<file path="config.mk">
export PLATFORM = sky130hd
export DESIGN_NAME = uart_bus_ctrl
export DESIGN_NICKNAME = d
export VERILOG_FILES = /design/src/rtl/uart_ctrl_pkg.sv /design/src/rtl/uart_sync_fifo.sv /design/src/rtl/uart_bus_ctrl.sv
export SDC_FILE = /design/constraint.sdc
export NUM_CORES = 1
export LEC_CHECK = 0
export CORE_UTILIZATION = 40
export DETAILED_ROUTE_END_ITERATION = 7
export GPL_TIMING_DRIVEN = 1
export SKIP_CTS_REPAIR_TIMING = 1
export SLEW_MARGIN = 15
export SYNTH_ARGS = -nofsm -noshare
export SYNTH_HDL_FRONTEND = slang
export SYNTH_SLANG_ARGS = --single-unit
</file>
<file path="constraint.sdc">
create_clock -name clk -period 2.7 [get_ports clk]
set_input_delay 0.405 -clock clk [delete_from_list [all_inputs] [get_ports clk]]
set_output_delay 0.405 -clock clk [all_outputs]
set_load 0.05 [all_outputs]
</file>
<file path="src/rtl/uart_ctrl_pkg.sv">
// uart_ctrl_pkg
// Shared definitions for the UART bus controller: register addresses,
// STATUS bit positions, FSM state encodings and the TX busy timeout.
// No ports.
package uart_ctrl_pkg;

    localparam logic [1:0] ADDR_DATA   = 2'd0;
    localparam logic [1:0] ADDR_STATUS = 2'd1;
    localparam logic [1:0] ADDR_IRQ_EN = 2'd2;

    localparam int ST_TX_FULL    = 0;
    localparam int ST_TX_EMPTY   = 1;
    localparam int ST_RX_EMPTY   = 2;
    localparam int ST_RX_FULL    = 3;
    localparam int ST_RX_OVERRUN = 4;
    localparam int ST_TX_DROP    = 5;
    localparam int ST_TX_ACTIVE  = 6;

    // Cycles spent in WAIT_BUSY before giving up on the transmitter.
    localparam logic [2:0] TX_TIMEOUT = 3'd4;

    typedef enum logic [1:0] {
        TX_IDLE,
        TX_LAUNCH,
        TX_WAIT_BUSY,
        TX_WAIT_DONE
    } tx_state_t;

    typedef enum logic [1:0] {
        RX_ARMED,
        RX_CLEAR,
        RX_WAIT_LOW
    } rx_state_t;

endpackage

</file>
<file path="src/rtl/uart_sync_fifo.sv">
// uart_sync_fifo
// Single-clock FIFO with a combinational head output.
// Ports:
//   clk, rst_n        clock, asynchronous active-low reset
//   push, wdata       write request and data (ignored when full unless a pop
//                     happens in the same cycle)
//   pop               read request (ignored when empty, so an empty FIFO
//                     with push and pop together only pushes)
//   rdata             current head entry
//   full, empty       occupancy flags
//   count             number of stored entries
module uart_sync_fifo #(
    parameter int WIDTH = 8,
    parameter int DEPTH = 8
) (
    input  logic                     clk,
    input  logic                     rst_n,
    input  logic                     push,
    input  logic [WIDTH-1:0]         wdata,
    input  logic                     pop,
    output logic [WIDTH-1:0]         rdata,
    output logic                     full,
    output logic                     empty,
    output logic [$clog2(DEPTH):0]   count
);
    localparam int AW = $clog2(DEPTH);
    localparam logic [AW:0] FULL_CNT = (AW + 1)'(DEPTH);

    logic [WIDTH-1:0] mem [DEPTH];
    logic [AW-1:0]    wr_ptr;
    logic [AW-1:0]    rd_ptr;
    logic [AW:0]      cnt;
    logic             do_push;
    logic             do_pop;

    assign do_pop  = pop && (cnt != '0);
    assign do_push = push && ((cnt != FULL_CNT) || do_pop);

    always_ff @(posedge clk) begin
        if (do_push) begin
            mem[wr_ptr] <= wdata;
        end
    end

    // DEPTH is a power of two, so the pointers wrap naturally.
    always_ff @(posedge clk or negedge rst_n) begin
        if (!rst_n) begin
            wr_ptr <= '0;
            rd_ptr <= '0;
            cnt    <= '0;
        end else begin
            if (do_push) wr_ptr <= wr_ptr + 1'b1;
            if (do_pop)  rd_ptr <= rd_ptr + 1'b1;
            case ({do_push, do_pop})
                2'b10:   cnt <= cnt + 1'b1;
                2'b01:   cnt <= cnt - 1'b1;
                default: cnt <= cnt;
            endcase
        end
    end

    assign rdata = mem[rd_ptr];
    assign full  = (cnt == FULL_CNT);
    assign empty = (cnt == '0);
    assign count = cnt;

endmodule

</file>
<file path="src/rtl/uart_bus_ctrl.sv">
// uart_bus_ctrl
// Memory-mapped UART controller: TX FIFO feeding the UART transmitter, RX FIFO
// capturing received bytes, DATA/STATUS registers on the data-memory bus.
// Optional macro UART_CTRL_IRQ_EN adds an IRQ_EN register at address 2 and a
// registered irq output.
// Ports:
//   clk, rst_n                  clock, asynchronous active-low reset
//   addr, wr_en, rd_en          register select and one-cycle access strobes
//   wr_data, rd_data            write data (bits [7:0] used), registered read data
//   uart_tx_data/enable/busy    transmitter side
//   uart_rx_ready/data/clear    receiver side
//   irq                         interrupt request (UART_CTRL_IRQ_EN only)
//
// UART handshakes: a byte is offered to the transmitter by a one-cycle
// uart_tx_enable pulse with uart_tx_data stable, only while uart_tx_busy is
// low; the transmitter is then owned until busy rises and falls again (or the
// busy timeout expires). A received byte is valid while uart_rx_ready is high;
// it is taken once on the first ready cycle, acknowledged with a one-cycle
// uart_rx_clear, and no new byte is taken until ready has been seen low.
module uart_bus_ctrl #(
    parameter int TX_DEPTH = 8,
    parameter int RX_DEPTH = 8
) (
    input  logic        clk,
    input  logic        rst_n,
    input  logic [1:0]  addr,
    input  logic        wr_en,
    input  logic        rd_en,
    input  logic [31:0] wr_data,
    output logic [31:0] rd_data,
    output logic [7:0]  uart_tx_data,
    output logic        uart_tx_enable,
    input  logic        uart_tx_busy,
    input  logic        uart_rx_ready,
    input  logic [7:0]  uart_rx_data,
    output logic        uart_rx_clear
`ifdef UART_CTRL_IRQ_EN
    ,
    output logic        irq
`endif
);
    import uart_ctrl_pkg::*;

    tx_state_t tx_state, tx_state_next;
    rx_state_t rx_state, rx_state_next;

    logic [2:0]  tmo_cnt;
    logic        tx_full, tx_empty, rx_full, rx_empty;
    logic [7:0]  tx_head, rx_head;
    logic [$clog2(TX_DEPTH):0] tx_count;
    logic [$clog2(RX_DEPTH):0] rx_count;
    logic        tx_push, tx_pop, rx_push, rx_pop, rx_capture;
    logic        wr_data_acc, wr_status_acc, rd_data_acc;
    logic        tx_drop, rx_overrun, tx_active;
    logic [31:0] status_word;
    logic        unused_bits;

    assign wr_data_acc   = wr_en && (addr == ADDR_DATA);
    assign wr_status_acc = wr_en && (addr == ADDR_STATUS);
    assign rd_data_acc   = rd_en && (addr == ADDR_DATA);

    assign tx_push = wr_data_acc && !tx_full;
    assign rx_pop  = rd_data_acc && !rx_empty;
    // A full RX FIFO still accepts the byte if a DATA read frees a slot now.
    assign rx_push = rx_capture && (!rx_full || rx_pop);
    assign tx_active = (tx_state != TX_IDLE);

    assign unused_bits = ^{wr_data[31:8], tx_count, rx_count};

    uart_sync_fifo #(.WIDTH(8), .DEPTH(TX_DEPTH)) u_tx_fifo (
        .clk   (clk),
        .rst_n (rst_n),
        .push  (tx_push),
        .wdata (wr_data[7:0]),
        .pop   (tx_pop),
        .rdata (tx_head),
        .full  (tx_full),
        .empty (tx_empty),
        .count (tx_count)
    );

    uart_sync_fifo #(.WIDTH(8), .DEPTH(RX_DEPTH)) u_rx_fifo (
        .clk   (clk),
        .rst_n (rst_n),
        .push  (rx_push),
        .wdata (uart_rx_data),
        .pop   (rx_pop),
        .rdata (rx_head),
        .full  (rx_full),
        .empty (rx_empty),
        .count (rx_count)
    );

    // TX FSM
    always_ff @(posedge clk or negedge rst_n) begin
        if (!rst_n) begin
            tx_state     <= TX_IDLE;
            tmo_cnt      <= '0;
            uart_tx_data <= '0;
        end else begin
            tx_state <= tx_state_next;
            tmo_cnt  <= (tx_state == TX_WAIT_BUSY) ? tmo_cnt + 3'd1 : 3'd0;
            if (tx_pop) uart_tx_data <= tx_head;
        end
    end

    always_comb begin
        tx_state_next  = tx_state;
        tx_pop         = 1'b0;
        uart_tx_enable = 1'b0;
        case (tx_state)
            TX_IDLE: begin
                if (!tx_empty && !uart_tx_busy) begin
                    tx_pop        = 1'b1;
                    tx_state_next = TX_LAUNCH;
                end
            end
            TX_LAUNCH: begin
                uart_tx_enable = 1'b1;
                tx_state_next  = TX_WAIT_BUSY;
            end
            TX_WAIT_BUSY: begin
                if (uart_tx_busy) begin
                    tx_state_next = TX_WAIT_DONE;
                end else if (tmo_cnt == TX_TIMEOUT - 3'd1) begin
                    tx_state_next = TX_IDLE;
                end
            end
            TX_WAIT_DONE: begin
                if (!uart_tx_busy) tx_state_next = TX_IDLE;
            end
            default: tx_state_next = TX_IDLE;
        endcase
    end

    // RX FSM
    always_ff @(posedge clk or negedge rst_n) begin
        if (!rst_n) begin
            rx_state <= RX_ARMED;
        end else begin
            rx_state <= rx_state_next;
        end
    end

    always_comb begin
        rx_state_next = rx_state;
        rx_capture    = 1'b0;
        uart_rx_clear = 1'b0;
        case (rx_state)
            RX_ARMED: begin
                if (uart_rx_ready) begin
                    rx_capture    = 1'b1;
                    rx_state_next = RX_CLEAR;
                end
            end
            RX_CLEAR: begin
                uart_rx_clear = 1'b1;
                rx_state_next = RX_WAIT_LOW;
            end
            RX_WAIT_LOW: begin
                if (!uart_rx_ready) rx_state_next = RX_ARMED;
            end
            default: rx_state_next = RX_ARMED;
        endcase
    end

    // Sticky flags: a new event in the same cycle as a clear wins.
    always_ff @(posedge clk or negedge rst_n) begin
        if (!rst_n) begin
            tx_drop    <= 1'b0;
            rx_overrun <= 1'b0;
        end else begin
            if (wr_data_acc && tx_full) begin
                tx_drop <= 1'b1;
            end else if (wr_status_acc && wr_data[ST_TX_DROP]) begin
                tx_drop <= 1'b0;
            end
            if (rx_capture && rx_full && !rx_pop) begin
                rx_overrun <= 1'b1;
            end else if (wr_status_acc && wr_data[ST_RX_OVERRUN]) begin
                rx_overrun <= 1'b0;
            end
        end
    end

    always_comb begin
        status_word                = '0;
        status_word[ST_TX_FULL]    = tx_full;
        status_word[ST_TX_EMPTY]   = tx_empty;
        status_word[ST_RX_EMPTY]   = rx_empty;
        status_word[ST_RX_FULL]    = rx_full;
        status_word[ST_RX_OVERRUN] = rx_overrun;
        status_word[ST_TX_DROP]    = tx_drop;
        status_word[ST_TX_ACTIVE]  = tx_active;
    end

`ifdef UART_CTRL_IRQ_EN
    logic [2:0] irq_en;

    always_ff @(posedge clk or negedge rst_n) begin
        if (!rst_n) begin
            irq_en <= '0;
            irq    <= 1'b0;
        end else begin
            if (wr_en && (addr == ADDR_IRQ_EN)) irq_en <= wr_data[2:0];
            irq <= (irq_en[0] && !rx_empty) ||
                   (irq_en[1] && tx_empty && !tx_active) ||
                   (irq_en[2] && rx_overrun);
        end
    end
`endif

    // Read data holds between reads.
    always_ff @(posedge clk or negedge rst_n) begin
        if (!rst_n) begin
            rd_data <= '0;
        end else if (rd_en) begin
            case (addr)
                ADDR_DATA:   rd_data <= rx_empty ? 32'd0 : {24'd0, rx_head};
                ADDR_STATUS: rd_data <= status_word;
`ifdef UART_CTRL_IRQ_EN
                ADDR_IRQ_EN: rd_data <= {29'd0, irq_en};
`endif
                default:     rd_data <= '0;
            endcase
        end
    end

endmodule

</file>
# == Word-level counts from Yosys, hierarchy flattened ==
# Memories as Yosys holds them, arrays and structs flattened. A register that Yosys moved wholly into a read port is not among the register bits.
# Index checks and enable logic that the tools add are counted.
# totals
regBits,61
latchBits,0
ram_bits,128
mem_bits_ro,0
out_inout_bits,42
n_memories,2
# mem_list
memory,depth,width,read_ports,rd_ports_with_merged_regs,write_ports,line_no,source
u_rx_fifo.mem,8,8,1,0,1,uart_sync_fifo.sv:29,logic [WIDTH-1:0] mem [DEPTH];
u_tx_fifo.mem,8,8,1,1,1,uart_sync_fifo.sv:29,
# classes
addsub,9
mul,0
div_mod_pow,0
n_lt_le_gt_ge,0
eq_ne,20
shift,0
mux,27
bitwise,0
n_reduce_logical,40
# ops
op,count
$logic_and A1 B1 Y1,16
$pmux W4 S2,2
$pmux W8 S2,1
$add A3 B1 Y3 const B,5
$mux W1,14
$mux W2,6
$eq A2 B1 Y1 const B,5
$eq A2 B2 Y1 const B,5
$reduce_bool A2 Y1,5
$add A4 B1 Y4 const B,2
$eq A4 B4 Y1 const B,2
$logic_not A4 Y1,2
$mux W8,1
$ne A2 B2 Y1 const B,4
$ne A4 B4 Y1 const B,2
$pmux W2 S4,1
$reduce_bool A4 Y1,2
$sub A4 B1 Y4 const B,2
$logic_not A1 Y1,7
$logic_not A2 Y1,3
$pmux W2 S3,1
$eq A3 B2 Y1 const B,1
$logic_or A1 B1 Y1,3
$mux W3,1
3 further kinds,3

# == Depth between registers and ports, before layout ==
# logic_depth
word_depth,10
ltp_mapped,11
depth_no_buf,10

# == Hierarchy ==
# From an unflattened synthesis, not the netlist that was laid out.
# hier_totals
hier_cells,434
area_unflattened_um2,7455.9
# by_module_without_submodules
module,n_inst,cells_each,area_each_um2
uart_sync_fifo (u_rx_fifo),1,159,3123.0
uart_sync_fifo (u_tx_fifo),1,159,3081.7
uart_bus_ctrl,1,116,1251.2

# == Least setup slack after synthesis ==
# OpenSTA, ideal clock, no wires.
# synth_path
path_type,register to register
start,"register u_rx_fifo.cnt[1], in the netlist u_rx_fifo.count[1]"
end,"register u_rx_fifo.cnt[2], in the netlist u_rx_fifo.count[2]"
setup_time_ps,127
arrival_time_ps,2273
required_time_ps,2573
setup_slack_ps,300
path_stages_with_launch,11
n_path_buf,1
path_cell_list,dfrtp_1 buf_6 or3_4 o31ai_4 ha_1 xor2_1 ha_1 a21oi_1 xor2_1 nor2_1 xor2_1
# synth_between
elab_chain_len,8
elab_cells_between_ends,18
cone_classes,add/sub (2); eq/ne (4); mux (1); reduce/logical (11)
# synth_lines
item,line_no,source
"start, declared",uart_sync_fifo.sv:32,logic [AW:0] cnt;
"start signal, assigned",uart_sync_fifo.sv:55,2'b10: cnt <= cnt + 1'b1;
"start signal, assigned",uart_sync_fifo.sv:56,2'b01: cnt <= cnt - 1'b1;
"start signal, assigned",uart_sync_fifo.sv:57,default: cnt <= cnt;
$logic_not A4 Y1,uart_sync_fifo.sv:64,assign empty = (cnt == '0);
$logic_not A1 Y1,uart_bus_ctrl.sv:63,assign rx_pop = rd_data_acc && !rx_empty;
$logic_and A1 B1 Y1,uart_bus_ctrl.sv:63,
$logic_or A1 B1 Y1 or $logic_and A1 B1 Y1 (tied branches),"uart_bus_ctrl.sv:65, uart_sync_fifo.sv:36",
$logic_and A1 B1 Y1 or $logic_or A1 B1 Y1 (tied branches),"uart_bus_ctrl.sv:65, uart_sync_fifo.sv:37",
$logic_and A1 B1 Y1,uart_sync_fifo.sv:37,assign do_push = push && ((cnt != FULL_CNT) || do_pop);
$eq A2 B1 Y1 or $eq A2 B2 Y1 (tied branches),uart_sync_fifo.sv:54,"case ({do_push, do_pop})"
$pmux W4 S2 or $reduce_bool A2 Y1 (tied branches),--,
# Parallel ways exist; a longest one is shown, timed or not.
# A chain may end at the register's enable or synchronous reset.

# == Worst setup path in the final report ==
# layout_path
start,"register u_tx_fifo.cnt[0], in the netlist u_tx_fifo.count[0]"
end,"register u_tx_fifo.cnt[2], in the netlist u_tx_fifo.count[2]"
# layout_between
elab_chain_len,10
elab_cells_between_ends,19
cone_classes,add/sub (2); eq/ne (4); mux (3); reduce/logical (10)
# layout_lines
item,line_no,source
"start, declared",uart_sync_fifo.sv:32,
"start signal, assigned",uart_sync_fifo.sv:55,
"start signal, assigned",uart_sync_fifo.sv:56,
"start signal, assigned",uart_sync_fifo.sv:57,
$logic_not A4 Y1,uart_sync_fifo.sv:64,
$logic_not A1 Y1,uart_bus_ctrl.sv:113,if (!tx_empty && !uart_tx_busy) begin
$logic_and A1 B1 Y1,uart_bus_ctrl.sv:113,
$mux W1,uart_bus_ctrl.sv:113,
$mux W1,uart_bus_ctrl.sv:111,case (tx_state)
$logic_and A1 B1 Y1,uart_sync_fifo.sv:36,assign do_pop = pop && (cnt != '0);
$logic_or A1 B1 Y1,uart_sync_fifo.sv:37,
$logic_and A1 B1 Y1,uart_sync_fifo.sv:37,
$eq A2 B1 Y1 or $eq A2 B2 Y1 (tied branches),uart_sync_fifo.sv:54,
$pmux W4 S2 or $reduce_bool A2 Y1 (tied branches),--,
# Parallel ways exist; a longest one is shown, timed or not.

==> metrics.txt <==
# TYPE chip_impl_metric gauge
chip_impl_info{name="cp_common_cell",value="xor2_1"} 1
chip_impl_metric{name="finalWirelength",unit="um"} 13000
chip_impl_metric{name="gr-total-overflow",unit=""} 0
chip_impl_info{name="r2r-end",value="u_tx_fifo.count[2]"} 1
chip_impl_metric{name="global_route.usage.total",unit="%"} 15.3
chip_impl_metric{name="antennaDiodeCount",unit=""} 0
chip_impl_metric{name="synth.avg_cell_area",unit="um^2"} 16.7
chip_impl_metric{name="place.gp.congestion",unit=""} 0.768
chip_impl_metric{name="fin_tns_setup",unit="ns"} 0
chip_impl_metric{name="reg2regPathDepth",unit=""} 10
chip_impl_metric{name="synth_edf_count",unit=""} 128
chip_impl_info{name="hold_path.startpoint",value="tmo_cnt[0]"} 1
chip_impl_metric{name="io_buffer_count",unit=""} 41
chip_impl_metric{name="die-area",unit="mm^2"} 0.0186
chip_impl_info{name="critPathKind",value="reg2reg"} 1
chip_impl_metric{name="dpl-instance-area",unit="mm^2"} 0.00799
chip_impl_info{name="worst_setup_path_startpoint",value="u_tx_fifo.count[0]"} 1
chip_impl_info{name="hold_path_class",value="reg2reg"} 1
chip_impl_metric{name="final_min_period_over_clock_period",unit="%"} 90.8
chip_impl_metric{name="grt_max_degree",unit=""} 46
chip_impl_info{name="timing.critical_path.from_type",value="register"} 1
chip_impl_metric{name="drive_gt1_share",unit="%"} 21.1
chip_impl_metric{name="critical_path.n_buffers_inverters",unit=""} 1
chip_impl_metric{name="maximum_number_of_buffers_from_clock_root_to_sink",unit=""} 2
chip_impl_info{name="tritoncts_clock_tree",value="built"} 1
chip_impl_metric{name="fillers",unit=""} 1461
chip_impl_metric{name="antenna_found_initial",unit=""} 0
chip_impl_metric{name="grt_pass1_wl",unit="um"} 20500
chip_impl_metric{name="power.ir.vdd_worst",unit="uV"} 590
chip_impl_metric{name="postSynthRegisterBits",unit=""} 173
chip_impl_metric{name="synth_sequential_area_ratio",unit="%"} 68.8
chip_impl_metric{name="floorplan.rows",unit=""} 48
chip_impl_metric{name="die_wd",unit="um"} 136
chip_impl_metric{name="clk_latency",unit="ns"} 0.42
chip_impl_info{name="path_cells",value="or4b_1 > and3_1 > inv_2 > ha_1 > xor2_1 > ha_1 > a21oi_1 > xor2_1 > nor2_1 > xor2_1"} 1
chip_impl_metric{name="ys_async_sr_fraction",unit="%"} 26.0
chip_impl_info{name="holdPathEnd",value="tmo_cnt[0]"} 1
chip_impl_metric{name="fin_nets",unit=""} 572
chip_impl_metric{name="die_height",unit="um"} 136
chip_impl_metric{name="ports_placed_on_the_boundary",unit=""} 90
chip_impl_metric{name="timing.critical_path.required",unit="ns"} 3.00
chip_impl_metric{name="drt-pass1-iter-count",unit=""} 4
chip_impl_metric{name="finish.cell_count_without_fillers",unit=""} 750
chip_impl_metric{name="reg2reg_slack",unit="ns"} 0.25
chip_impl_metric{name="wire_per_inst",unit="um"} 17.3
chip_impl_metric{name="cts_buffers",unit=""} 17
chip_impl_metric{name="count_of_pins_over_their_slew_limit",unit=""} 0
chip_impl_metric{name="dp_hpwl",unit="um"} 8550
chip_impl_metric{name="multi_input_comb_area",unit="mm^2"} 0.00202
chip_impl_info{name="postSynth.topFlopCell",value="edfxtp_1"} 1
chip_impl_metric{name="pwrdens",unit="mW/mm^2"} 1020
chip_impl_metric{name="register_area",unit="mm^2"} 0.00497
chip_impl_info{name="clockRootBuffer",value="clkbuf_16"} 1
chip_impl_metric{name="clock_transition_at_the_registers_of_the_reported_paths",unit="ns"} 0.07
chip_impl_metric{name="yosys_warnings",unit=""} 0
chip_impl_info{name="rsz0062_at_grt",value="no"} 1
chip_impl_metric{name="tritoncts_num_sinks",unit=""} 173
chip_impl_metric{name="placed_cells",unit=""} 716
chip_impl_metric{name="timing.slew.headroom",unit="%"} 45.4
chip_impl_metric{name="syn_area",unit="mm^2"} 0.00722
chip_impl_metric{name="drtIter0Drc",unit=""} 201
chip_impl_metric{name="max-cap-violations",unit=""} 0
chip_impl_info{name="worst_path_max_delay_cell",value="or4b_1"} 1
chip_impl_metric{name="p_leak",unit="nW"} 3.16
chip_impl_metric{name="first_global_vias",unit=""} 3772
chip_impl_metric{name="cts_htree_levels",unit=""} 4
chip_impl_metric{name="core",unit="mm^2"} 0.0175
chip_impl_metric{name="min_period",unit="ns"} 2.45
chip_impl_metric{name="avgViaCountPerCell",unit=""} 4.97
chip_impl_metric{name="clock-skew-final",unit="ns"} 0.00745
chip_impl_metric{name="fmax",unit="GHz"} 0.408
chip_impl_info{name="status",value="completed"} 1
chip_impl_metric{name="syn2layout_area_growth",unit="%"} 19.3
chip_impl_metric{name="route.detailed.drc",unit=""} 0
chip_impl_metric{name="critical_path.max_stage_delay",unit="ns"} 0.55
chip_impl_metric{name="drt.antenna.violating_nets",unit=""} 0
chip_impl_metric{name="cp_max_fo",unit=""} 7
chip_impl_info{name="worst_r2r_start",value="u_tx_fifo.count[0]"} 1
chip_impl_metric{name="vias",unit=""} 3729
chip_impl_metric{name="netlist_instances",unit=""} 433
chip_impl_metric{name="timing_worst_slew_pin_value",unit="ns"} 0.819
chip_impl_info{name="cpLargestDelayFamily",value="simple AND/OR/NAND/NOR gates"} 1
chip_impl_metric{name="min_path_cells",unit=""} 1
chip_impl_metric{name="utilization",unit="%"} 49.3
chip_impl_metric{name="setup_viol",unit=""} 0
chip_impl_info{name="critical_path.endpoint_type",value="register"} 1
chip_impl_metric{name="synth_cell_type_count",unit=""} 46
chip_impl_metric{name="arrival",unit="ns"} 2.76
chip_impl_metric{name="initial_utilization",unit="%"} 41.3
chip_impl_metric{name="final_cell_area",unit="mm^2"} 0.00862
chip_impl_metric{name="timing.final.hold_violations",unit=""} 0
==> synth_stat cells (6+ instances only) <==
cell type  number  share of area, %
edfxtp_1      128                53
dfrtp_1        45                16
mux4_2         32                10
nand2_1        29               1.5
buf_4          26               2.7
o21ai_0        19               1.3
mux2i_1        16               2.2
ha_1           12               2.1
inv_1          12              0.62
nor2_1         12              0.62
xnor2_1        11               1.3
nor2b_1        10              0.87
buf_2           8              0.55
nor3_1          8              0.55
xor2_1          7              0.85
nand2b_1        6              0.52
==> worst max path at each step <==
stage / end / slack [ns] / cells after the start
after floorplan: u_rx_fifo.count[2] / 0.30 / 10
after global placement: u_rx_fifo.count[3] / 0.15 / 8
after detailed placement: u_rx_fifo.count[2] / 0.08 / 11
after CTS: u_tx_fifo.count[2] / 0.27 / 10
after global routing: u_tx_fifo.count[2] / 0.09 / 10
final: u_tx_fifo.count[2] / 0.25 / 10
==> layout make-up <==
cell class | instances | share of cell area (%)
Clock buffer | 17 | 4.94
Sequential cell | 173 | 57.7
Timing Repair Buffer | 78 | 8.10
Clock inverter | 15 | 2.03
Tap cell | 225 | 3.27
Inverter | 13 | 0.566
Multi-Input combinational cell | 229 | 23.4
==> placed cells by master (no fill, tap or decap), types with 5 or more instances in the layout <==
cell type        Yosys  final
edfxtp_1           128    128
dfrtp_1             45     45
clkdlybuf4s50_1      0     40
buf_4               26     35
mux4_2              32     32
nand2_1             29     29
conb_1               1     24
o21ai_0             19     19
clkbuf_16            0     17
mux2i_1             16     16
inv_1               12     12
nor2_1              12     12
ha_1                12     12
xnor2_1             11     11
nor2b_1             10     10
nor3_1               8      8
xor2_1               7      7
nand2b_1             6      6
inv_8                0      5
==> layer usage <==
layer	global-route usage (%)	share of wire, %
met2	26.7	52
met4	5.00	1.3
met3	3.77	2.8
met1	18.5	44
met5	0	0
==> through the flow <==
| stage | total power (W) | setup WS [ns] | hold slack (ns) |
|---|---|---|---|
| 2_1_floorplan | 0.00570 | 0.300 | 0.109 |
| 3_3_place_gp | 0.00643 | 0.152 | 0.421 |
| 3_5_place_dp | 0.00651 | 0.0842 | 0.427 |
| 4_1_cts | 0.00894 | 0.271 | 0.194 |
| 5_1_grt | 0.00932 | 0.0916 | 0.473 |
| 6_report | 0.00883 | 0.249 | 0.430 |
==> sequential cells by signal, indices dropped and copies added (netlist names), 3 cells and up <==
register,cells
u_rx_fifo.mem,64
u_tx_fifo.mem,64
rd_data,8
uart_tx_data,8
u_rx_fifo.count,4
u_tx_fifo.count,4
tmo_cnt,3
u_rx_fifo.rd_ptr,3
u_rx_fifo.wr_ptr,3
u_tx_fifo.rd_ptr,3
u_tx_fifo.wr_ptr,3
==> where the power goes <==
part	internal, W	leakage [nW]	switching, W
registers	0.00329	1.71	0.000463
clock network	0.00133	0.294	0.00111
logic	0.00126	1.15	0.00138
==> worst register-to-register path: cells and delay by family, from the launching register on <==
kind	cells	cell delay (ns)
fa+ha+maj	2	0.37
compound gates	1	0.15
simple gates	3	0.89
buf+inv	1	0.07
xor+xnor	3	0.40
flops	1	0.46
==> logic make-up (layout without fill, tap and decap cells) <==
family                   Yosys count  in the layout  synth area share, %
AO/OA/AOI/OAI                     35             35                 3.03
AND/OR/NAND/NOR                   89             89                 6.72
buffers and inverters             54            123                 4.42
flip-flops                       173            173                 68.8
other                              1             24               0.0519
XOR/XNOR                          18             18                 2.18
adder cells (fa/ha/maj)           12             12                 2.08
multiplexers                      51             51                 12.7
(Power assumes the default switching activity.)
